==> src/rtl/ps2_pkg.sv <==
// rtl/ps2_pkg.sv - shared PS/2 Set-2 constants, discard codes and decoder state enum
package ps2_pkg;

  localparam logic [7:0] PS2_BREAK = 8'hF0;
  localparam logic [7:0] PS2_EXT   = 8'hE0;

  // Keyboard status/ack bytes that never carry key information.
  localparam logic [7:0] PS2_DISCARD_ERR0 = 8'h00;
  localparam logic [7:0] PS2_DISCARD_BAT  = 8'hAA;
  localparam logic [7:0] PS2_DISCARD_ACK  = 8'hFA;
  localparam logic [7:0] PS2_DISCARD_RSND = 8'hFE;
  localparam logic [7:0] PS2_DISCARD_ERR1 = 8'hFF;

  typedef enum logic [1:0] {
    S_IDLE = 2'd0,
    S_POP  = 2'd1,
    S_GAP  = 2'd2
  } ps2_state_t;

  function automatic logic ps2_is_discard(input logic [7:0] b);
    return (b == PS2_DISCARD_ERR0) || (b == PS2_DISCARD_BAT) ||
           (b == PS2_DISCARD_ACK)  || (b == PS2_DISCARD_RSND) ||
           (b == PS2_DISCARD_ERR1);
  endfunction

endpackage

==> src/rtl/ps2_key_event.sv <==
// rtl/ps2_key_event.sv - merges F0/E0 prefixes into key events; PS2_KEY_EVENT_REPEAT_EN reports repeats
module ps2_key_event
  import ps2_pkg::*;
#(
  parameter int CNT_WIDTH = 8
) (
  input  logic                 clk,
  input  logic                 rstn,
  input  logic [7:0]           ps2_data,
  input  logic                 ps2_ready,
  output logic                 nextdata_n,
  output logic [7:0]           key_code,
  output logic                 key_ext,
  output logic                 key_held,
  output logic [CNT_WIDTH-1:0] press_cnt,
  output logic                 evt_valid,
  output logic [7:0]           evt_code,
  output logic                 evt_break,
`ifdef PS2_KEY_EVENT_REPEAT_EN
  output logic                 evt_repeat,
`endif
  output logic                 evt_ext
);

  ps2_state_t state;
  logic [7:0] byte_q;
  logic       brk_pend;
  logic       ext_pend;
  logic       key_match;

  assign key_match = key_held && (byte_q == key_code) && (ext_pend == key_ext);

  always_ff @(posedge clk) begin
    if (rstn) begin
      state      <= S_IDLE;
      byte_q     <= 8'h00;
      brk_pend   <= 1'b0;
      ext_pend   <= 1'b0;
      nextdata_n <= 1'b1;
      key_code   <= 8'h00;
      key_ext    <= 1'b0;
      key_held   <= 1'b0;
      press_cnt  <= '0;
      evt_valid  <= 1'b0;
      evt_code   <= 8'h00;
      evt_break  <= 1'b0;
      evt_ext    <= 1'b0;
`ifdef PS2_KEY_EVENT_REPEAT_EN
      evt_repeat <= 1'b0;
`endif
    end else begin
      evt_valid <= 1'b0;
      case (state)
        S_IDLE: begin
          nextdata_n <= 1'b1;
          if (ps2_ready) begin
            byte_q     <= ps2_data;
            nextdata_n <= 1'b0;
            state      <= S_POP;
          end
        end
        S_POP: begin
          nextdata_n <= 1'b1;
          state      <= S_GAP;
          if (byte_q == PS2_BREAK) begin
            brk_pend <= 1'b1;
          end else if (byte_q == PS2_EXT) begin
            ext_pend <= 1'b1;
          end else begin
            brk_pend <= 1'b0;
            ext_pend <= 1'b0;
            if (ps2_is_discard(byte_q)) begin
              // status byte: prefixes seen before it are stale
            end else if (brk_pend) begin
              evt_valid <= 1'b1;
              evt_break <= 1'b1;
              evt_code  <= byte_q;
              evt_ext   <= ext_pend;
`ifdef PS2_KEY_EVENT_REPEAT_EN
              evt_repeat <= 1'b0;
`endif
              if (key_match) key_held <= 1'b0;
            end else if (key_match) begin
              // typematic repeat of the held key: never counted
`ifdef PS2_KEY_EVENT_REPEAT_EN
              evt_valid  <= 1'b1;
              evt_break  <= 1'b0;
              evt_code   <= byte_q;
              evt_ext    <= ext_pend;
              evt_repeat <= 1'b1;
`endif
            end else begin
              key_code  <= byte_q;
              key_ext   <= ext_pend;
              key_held  <= 1'b1;
              press_cnt <= press_cnt + CNT_WIDTH'(1);
              evt_valid <= 1'b1;
              evt_break <= 1'b0;
              evt_code  <= byte_q;
              evt_ext   <= ext_pend;
`ifdef PS2_KEY_EVENT_REPEAT_EN
              evt_repeat <= 1'b0;
`endif
            end
          end
        end
        S_GAP: begin
          // one idle cycle lets the receiver FIFO pointer and ready settle
          nextdata_n <= 1'b1;
          state      <= S_IDLE;
        end
        default: begin
          nextdata_n <= 1'b1;
          state      <= S_IDLE;
        end
      endcase
    end
  end

endmodule

==> config.mk <==
export PLATFORM = sky130hd
export DESIGN_NAME = ps2_key_event
export DESIGN_NICKNAME = d
export VERILOG_FILES = /design/src/rtl/ps2_pkg.sv /design/src/rtl/ps2_key_event.sv
export SDC_FILE = /design/constraint.sdc
export NUM_CORES = 1
export LEC_CHECK = 0
export BUFFER_PORTS_ARGS = -buffer_cell sky130_fd_sc_hd__clkbuf_2
export CORE_MARGIN = 1.5
export CORE_UTILIZATION = 57
export CTS_CLUSTER_DIAMETER = 150
export DETAILED_ROUTE_END_ITERATION = 8
export PLACE_DENSITY = 0.85
export REMOVE_ABC_BUFFERS = 1
export SETUP_SLACK_MARGIN = 0.3
export SLEW_MARGIN = 20
export SYNTH_ARGS = -nofsm -noshare
export SYNTH_HDL_FRONTEND = slang
export SYNTH_SLANG_ARGS = --single-unit
export TNS_END_PERCENT = 10
==> constraint.sdc <==
create_clock -name clk -period 4.44 [get_ports clk]
set_input_delay 0.222 -clock clk [delete_from_list [all_inputs] [get_ports clk]]
set_output_delay 0.222 -clock clk [all_outputs]
set_load 0.01 [all_outputs]
==> impl_metrics.csv <==
group,metric,value,unit
run_status,status,"complete, no violations",
logic_synthesis,synth_top_area_cell,"dfxtp_1",
critical_path,crit_type,"register to register",
logic_synthesis,postSynthCellCount,203,
routing,drcViolationCount,0,
placed_design,port_buffers,40,
job,maxCapViolCount,0,
critical_path,cp.arrival,2.86,ns
cts,clk_pin_slew_worst_paths,0.12,ns
worst_hold_path,hp-class,"input pin to register",
timing,slew_headroom,0.4428,
placed_design,place_hpwl,2724,microns
timing,rsz0062_at_grt,"false",
die,io_pins,41,
logic_synthesis,synth.area.mux_share,0.1277,
global_routing,grt.overflow.total,0,
die,die_w,61.05,microns
cts,clockBufferDepth,2,
global_routing,antenna_found_initial,0,
global_routing,grt_pass1_vias,1371,
timing,hold_viol_final,0,
power_and_ir_drop,power_per_cell_area,356.4,mW/mm^2
cts,root_buffer,"clkbuf_4",
logic_synthesis,mappedNetlistArea,0.001921,sq mm
finish,finalNetCount,251,
cts,numCtsBuffers,5,
logic_synthesis,synth_commonest_cells,"dfxtp_1 (42), nand2b_1 (23), mux2i_1 (20)",
power_and_ir_drop,ir_drop,0.2204,mV
routing,routedWlPerCell,13.13,microns
finish,nFillCells,238,
timing,finalMaxSlewViolations,0,
global_routing,grt_max_degree,56,
cts,numClockSinks,42,
cts,cts_resized,0,
finish,drive_gt1_frac,0.2343,
logic_synthesis,synth-adder-area-share,0.01303,
timing,tns,0,ns
routing,vias,1549,
die,rows,20,
logic_synthesis,synth_edf_count,0,
critical_path,cp.required,4.66,ns
logic_synthesis,async_flop_share,0,
finish,insertedDiodeCount,0,
logic_synthesis,synth_top_cell_area_share,0.4378,
logic_synthesis,synthTopCellsByArea,"dfxtp_1 (44%), mux2i_1 (10%), nand2b_1 (7.5%), xnor2_1 (4.1%), nand3b_1 (3.5%)",
global_routing,grt_first_pass_wirelength,6265,microns
routing,viasPerCell,5.473,
timing,worstMarginPinSlew,0.8358,ns
cts,clock_latency,0.35,ns
logic_synthesis,syn_avg_cell_area,9.461,sq um
logic_synthesis,synth_top_family_by_area,"simple AND/OR/NAND/NOR gates",
timing,max_clock_freq,377.8,MHz
logic_synthesis,yosys_warnings,0,
critical_path,cp_max_fo,20,
logic_synthesis,synth.most_common_cell,"dfxtp_1",
cts,postCtsHoldBufs,0,
timing,post-route-min-period,2.647,ns
cts,cts_tree,"built",
timing,setup_viol,0,
routing,firstDrtPassIters,4,
logic_synthesis,ys_seq_area_frac,0.4378,
global_routing,grtUsageTotal,0.2252,
logic_synthesis,synth_compound_area_frac,0.05668,
timing,fin_crit_sh,0.5961,
critical_path,cp-start-kind,"register",
timing,clock_skew,0.008828,ns
cts,htreeDepth,2,
die,coreArea,0.003128,sq mm
logic_synthesis,ys_ff_latch,42,
die,fp.dieH,61.05,microns
critical_path,end_kind,"register",
logic_synthesis,yosys.area_share.simple,0.2899,
finish,utilization,0.7164,
timing,whs,0.1128,ns
finish,area_growth,16.68,%
cts,post-cts-setup-buffers,0,
placed_design,gp_congestion,0.7979,
routing,drt_iter0_markers,75,
die,start_util,0.6140,
logic_synthesis,synth-xor-area-share,0.04104,
routing,ant_nets,0,
logic_synthesis,ys_types,36,
power_and_ir_drop,cellLeakagePower,0.0009168,uW
die,dieArea,0.003726,sq mm
logic_synthesis,synthFlopType,"dfxtp_1",
routing,finalWirelength,3715,microns
[routing by layer]
layer  GRT usage  share of wire  up-vias
met4     0.07453          0.014        0
met1      0.3175           0.49      719
met2      0.3374           0.45       41
met5           0              0        -
li1            -              -      783
met3     0.05882          0.050        6
[final cells by class]
type / instances / area [sq um] / share of cell area
Multi-Input combinational cell: 145 / 1015 / 0.4528
Sequential cell: 42 / 840.8 / 0.3752
Timing Repair Buffer: 41 / 207.7 / 0.09269
Clock inverter: 2 / 60.06 / 0.02680
Tap cell: 44 / 55.05 / 0.02457
Clock buffer: 6 / 51.30 / 0.02289
Inverter: 3 / 11.26 / 0.005025
[stage by stage]
stage	worst slack (ns)	instances	area, sq um	total power, uW
6_report	1.793	283	2241	798.8
2_1_floorplan	2.241	190	1867	468.0
5_1_grt	1.506	283	2241	831.4
4_1_cts	1.787	283	2241	806.2
3_3_place_gp	1.913	275	2130	495.3
3_5_place_dp	1.832	275	2130	497.2
[power by group]
part	switching (uW)	total [uW]	internal (uW)	leakage [uW]
Combinational	45.8	83.8	38.0	0.000517
Sequential	15.8	405	389	0.000341
Clock	119	310	191	0.0000585
Total	181	799	618	0.000917
[worst max-delay path: stages, from the launching register on]
cell and delay [ns]:
dfxtp_1 0.50, xnor2_1 0.16, nand4_1 0.12, nor3_2 0.64, ha_1 0.26, nand4b_1 0.51
mux2i_1 0.27, nor2_1 0.05
[flip-flops by register name, summed over array words and instances (netlist names)]
signal      flops
byte_q          8
evt_code        8
key_code        8
press_cnt       8
state           2
brk_pend        1
evt_break       1
evt_ext         1
evt_valid       1
ext_pend        1
key_ext         1
key_held        1
nextdata_n      1
[cell families after synthesis]
logic type / Yosys count
fa+ha+maj: 2
buf+inv: 16
simple gates: 91
mux: 24
xor+xnor: 9
flops: 42
compound gates: 19
[worst paths after layout]
check	from	end	cells past startpoint	slack [ns]
hold reg to reg	evt_ext$_SDFFE_PP0P_	evt_ext$_SDFFE_PP0P_	2	0.50
setup / recovery	byte_q[4]$_SDFFE_PP0P_	evt_break$_SDFFE_PP0P_	7	1.79
hold / removal	ps2_data[3]	byte_q[3]$_SDFFE_PP0P_	3	0.11
setup reg to reg	byte_q[4]$_SDFFE_PP0P_	evt_break$_SDFFE_PP0P_	7	1.79
[layout by cell type (no fill, tap or decap), types with 2 or more instances in the layout]
cell type,Yosys,layout
and3_1,2,2
a21oi_1,4,4
bufinv_16,0,2
clkbuf_4,0,5
nand2_1,4,4
mux2i_1,20,20
dfxtp_1,42,42
o21ai_0,10,10
xnor2_1,9,9
nor4_1,7,7
or4_1,2,2
nand2b_1,23,23
nand3_1,4,4
nand4_1,5,5
nor3_1,3,3
or3_1,2,2
nor2b_1,4,4
clkbuf_2,0,40
nor2_1,18,18
inv_1,3,3
o31ai_1,2,2
mux2_1,3,3
nand3b_1,9,9
ha_1,2,2
Power figures use the tool's default switching activity.
